$ cat src/rtl/demux3_stream.sv
// 1-to-3 streaming demultiplexer with a one-entry registered buffer per lane.
// Optional per-lane transfer counters are enabled by defining DEMUX3_CNT_EN.
module demux3_stream #(
    parameter int DATA_WIDTH = 64
) (
    input  logic                         clk,
    input  logic                         reset,
    input  logic                         in_valid,
    output logic                         in_ready,
    input  logic signed [DATA_WIDTH-1:0] Din,
    input  logic        [1:0]            select,
    output logic signed [DATA_WIDTH-1:0] Dout0,
    output logic signed [DATA_WIDTH-1:0] Dout1,
    output logic signed [DATA_WIDTH-1:0] Dout2,
    output logic        [2:0]            out_valid,
    input  logic        [2:0]            out_ready
`ifdef DEMUX3_CNT_EN
    ,
    output logic        [15:0]           cnt0,
    output logic        [15:0]           cnt1,
    output logic        [15:0]           cnt2
`endif
);

    // Code 11 aliases lane 2, matching the default arm of the companion mux.
    function automatic logic [1:0] lane_of(input logic [1:0] sel);
        return (sel == 2'b11) ? 2'd2 : sel;
    endfunction

    logic signed [DATA_WIDTH-1:0] r_dout [3];
    logic        [2:0]            r_valid;
    logic        [1:0]            w_lane;
    logic        [2:0]            w_load;
    logic        [2:0]            w_drain;
    logic                         w_ready;

    always_comb begin
        w_lane  = lane_of(select);
        w_ready = !r_valid[w_lane] || out_ready[w_lane];
        w_load  = 3'b000;
        if (in_valid && w_ready)
            w_load[w_lane] = 1'b1;
        w_drain = r_valid & out_ready;
    end

    // Stage boundary: input word lands in its lane buffer on the next edge.
    always_ff @(posedge clk or posedge reset) begin
        if (reset) begin
            r_valid <= 3'b000;
            for (int i = 0; i < 3; i++)
                r_dout[i] <= '0;
        end else begin
            r_valid <= (r_valid & ~w_drain) | w_load;
            for (int i = 0; i < 3; i++)
                if (w_load[i])
                    r_dout[i] <= Din;
        end
    end

`ifdef DEMUX3_CNT_EN
    logic [15:0] r_cnt [3];

    always_ff @(posedge clk or posedge reset) begin
        if (reset) begin
            for (int i = 0; i < 3; i++)
                r_cnt[i] <= '0;
        end else begin
            for (int i = 0; i < 3; i++)
                if (w_load[i])
                    r_cnt[i] <= r_cnt[i] + 16'd1;
        end
    end

    assign cnt0 = r_cnt[0];
    assign cnt1 = r_cnt[1];
    assign cnt2 = r_cnt[2];
`endif

    assign in_ready  = w_ready;
    assign out_valid = r_valid;
    assign Dout0     = r_dout[0];
    assign Dout1     = r_dout[1];
    assign Dout2     = r_dout[2];

endmodule

$ cat config.mk
export PLATFORM = sky130hd
export DESIGN_NAME = demux3_stream
export DESIGN_NICKNAME = d
export VERILOG_FILES = /design/src/rtl/demux3_stream.sv
export SDC_FILE = /design/constraint.sdc
export NUM_CORES = 1
export LEC_CHECK = 0
export ABC_AREA = 1
export CORE_MARGIN = 5
export CORE_UTILIZATION = 57
export CTS_CLUSTER_DIAMETER = 40
export CTS_CLUSTER_SIZE = 30
export DETAILED_ROUTE_END_ITERATION = 12
export DONT_BUFFER_PORTS = 1
export PLACE_DENSITY = 0.75
export RECOVER_POWER = 50
export SYNTH_ARGS = -nofsm -noshare
export SYNTH_HDL_FRONTEND = slang
export SYNTH_SLANG_ARGS = --single-unit
export TNS_END_PERCENT = 1
$ cat constraint.sdc
create_clock -name clk -period 6.1 [get_ports clk]
set_input_delay 1.22 -clock clk [delete_from_list [all_inputs] [get_ports clk]]
set_output_delay 1.22 -clock clk [all_outputs]
set_load 0.02 [all_outputs]
==> results.txt <==
- The run finished, with violations left.
- Violated checks: capacitance limit, slew limit
- Cts hold-fix bufs: 0
- Diode insertion count for antenna repair: 0
* Number of routed nets with antenna violations: 0
- Data required time at the worst endpoint: 6.41 ns
- Vias in the first global route: 6317
- In the final routed layout, each cell accounts on average for 22.12 um.
- DP HPWL: 14100 um
- The number of cells on the worst reg-to-reg path is 7.
- The tool flagged a number of max-cap violations equal to 1.
- Tot GR Track Use: 26.68%
- CTS saw 195 sinks.
- Leading cell type in the layout, fill and taps excluded: sky130_fd_sc_hd__nand2_1
* Routed via count divided by cell count: 6.222
- The post-route netlist has 5.263% of its cells at a drive strength greater than 1.
- The tree is rooted in a sky130_fd_sc_hd__clkbuf_16.
* Sequential area share after synthesis: 59.69%
* Number of filler cells placed in the layout: 1159
* Critical path origin: select[0]
* Worst setup margin: 2.644 ns
- In this run the most critical hold path is launched from Dout0[27].
- For this design the static power due to leakage is 4.425 nW.
- Synthesis handed over a netlist of 883 instances.
- After detailed placement, the design holds a cell count of 984.
- Power per cell area: 410.0 nW/um^2
- Clock buffers created by TritonCTS: 17
- From synthesis to final layout, the design area changed by 4.576%.
* Residual overflow from global routing: 0
- H-Tree Level Count: 4
- The path with the worst hold slack has its endpoint at Dout0[27].
- Across the routed clock network, the largest skew measured is 0.01076 ns.
* Seq. cell area: 4880 um^2
- Register bit total from synthesis: 195
- Kind of path behind the tightest hold check: reg -> reg
* Vias after detailed routing: 6322
* FF-to-FF End: Dout2[22]
- Final worst path period need: 3.456 ns
- Number of top-level design ports: 268
* Initial core utilization: 58.44%
- For this run, the post-layout net count is 895.
* Total die area: 16840 um^2
- Final Hold Viols: 0
- Die X-Extent: 129.8 um
- The worst setup path is captured at a flop.
* Initial antenna violation count: 0
- Kind of start point of the critical path: primary input
- Post-CTS repair changed the size of 0 cells.
- Most used cells in the layout excluding fill and tap cells: 391 x sky130_fd_sc_hd__nand2_1, 195 x sky130_fd_sc_hd__dfrtp_1, 192 x sky130_fd_sc_hd__nand4_1
- Placeable core region: 13990 um^2
- The die is 129.8 um tall.
- Number of non-filler instances in the completed layout: 1016
- Wire length of the first global-routing pass: 35210 um
- Buffers on Ports: 0
* Hold Path Depth: 2
- The clock reaches the later pin of the worst-skew pair after 0.43 ns.
* Data arrival at the endpoint of the critical path: 3.76 ns
* Post-Syn Nets: 955
- Maximum number of pins on one net before global-route repair: 196
* Unique masters post-synth: 16
* Starting DRC count in detailed routing: 637
* CTS tree: yes
- Post-Syn Area per Cell: 9.259 um^2
- Static timing analysis puts the maximum clock frequency at 289.4 MHz.
- The synthesized netlist occupies a cell area of 8175 um^2.
- Setup repair after global routing missed its margin: false
- Reg-to-reg setup timing slack: 3.01 ns
- Reg clk slew, reported paths: 0.07 ns
- Before CTS, the worst setup slack after placement is 2.222 ns.
- Count of TritonRoute iterations in the first routing pass: 5
- Fraction of the core area covered by cells at the end of the flow: 61.12%
- Maximum clock path buffer count: 2
- Max VDD drop: 0.0001897 V
- The startpoint identified for the worst register-to-register timing path is out_valid[1].
- In this run the core area contains 43 standard-cell rows.
* Pin slew with the least headroom to its limit: 2.091 ns
- Worst Setup Path Type: in -> reg
* Placer Congestion: 0.8771
- Of the available clock period, the critical path in the final layout requires 56.65%.
* Syn. warnings: 0
- On the final layout, the worst hold slack is 0.6197 ns.
- Post-CTS setup-driven buffer insertion count: 0
* Final max-slew violation count: 47
* Final setup viols: 0
- The worst pin sits at a relative slew slack of -40.18%.
* Setup Total Neg Slack: 0 ns
* Multi-input logic area: 2781 um^2
- For this run, design rule violations remaining after detail routing come to 0.
- Routed WL: 22470 um
* Critical Path Fanout Max: 104
==> registers in the layout, indices dropped and copies added, names as in the netlist <==
name and cells:
Dout0 64, Dout2 64, out_valid 3, Dout1 64
==> worst max-delay path, cell delays in order <==
cell and delay (ns):
sky130_fd_sc_hd__inv_1 0.09, sky130_fd_sc_hd__nand2_1 0.07, sky130_fd_sc_hd__nor2_1 0.12, sky130_fd_sc_hd__nor2_2 0.09, sky130_fd_sc_hd__nand2_8 0.43, sky130_fd_sc_hd__nand3_2 0.92, sky130_fd_sc_hd__buf_4 0.54, sky130_fd_sc_hd__nand2_1 0.10
sky130_fd_sc_hd__nand2_1 0.06
==> area by class of cell <==
cell class	instances	area share [%]
Clock buffer	24	5.517
Clock inverter	8	1.200
Inverter	6	0.2781
Multi-Input combinational cell	596	32.53
Sequential cell	195	57.08
Tap cell	180	2.634
Timing Repair Buffer	7	0.7610
==> metal layers <==
layer  track usage (%)  share of wire [%]  vias up
met5                 0                  0        -
met4             10.64                3.0        0
met3             11.79                 13       46
met2             41.34                 47      351
met1             33.11                 36     3054
li1                  -                  -     2871
==> report_power, final <==
| part | total (mW) | switching [mW] | internal [mW] | leakage, nW |
|---|---|---|---|---|
| Clock | 1.10 | 0.473 | 0.627 | 0.274 |
| Combinational | 0.339 | 0.225 | 0.114 | 1.72 |
| Sequential | 2.07 | 0.530 | 1.54 | 2.43 |
==> per-stage QoR <==
| step | power [mW] | cell area, um^2 |
|---|---|---|
| 2_1_floorplan | 2.319 | 8179 |
| 3_3_place_gp | 2.401 | 7978 |
| 3_5_place_dp | 2.434 | 7978 |
| 4_1_cts | 3.526 | 8552 |
| 5_1_grt | 3.665 | 8549 |
| 6_report | 3.505 | 8549 |
==> logic make-up after synthesis <==
family                 after synthesis  share of synthesized area, %
flip-flops                         195                         59.69
AO/OA/AOI/OAI                        2                        0.1224
buffers and inverters               92                         6.550
AND/OR/NAND/NOR                    594                         33.64
==> cells in the mapped netlist (all sizes together) <==
| master | instances | area share (%) |
|---|---|---|
| buf | 55 | 4.9 |
| nand3 | 6 | 0.61 |
| inv | 6 | 0.28 |
| nand2 | 392 | 18 |
| nand4 | 192 | 15 |
| dfrtp | 195 | 60 |
| clkbuf | 31 | 1.4 |
| nor2 | 4 | 0.24 |
| o21ai | 2 | 0.12 |
==> worst max-delay path by stage <==
stage	end	slack [ns]	depth (start not counted)
global placement	Dout2[63]	2.33	9
detailed placement	Dout2[22]	2.22	9
finish	Dout2[22]	2.64	9
global route	Dout2[18]	2.49	9
CTS	Dout2[22]	2.67	9
floorplan	Dout0[0]	2.36	1
(Power assumes the default switching activity.)
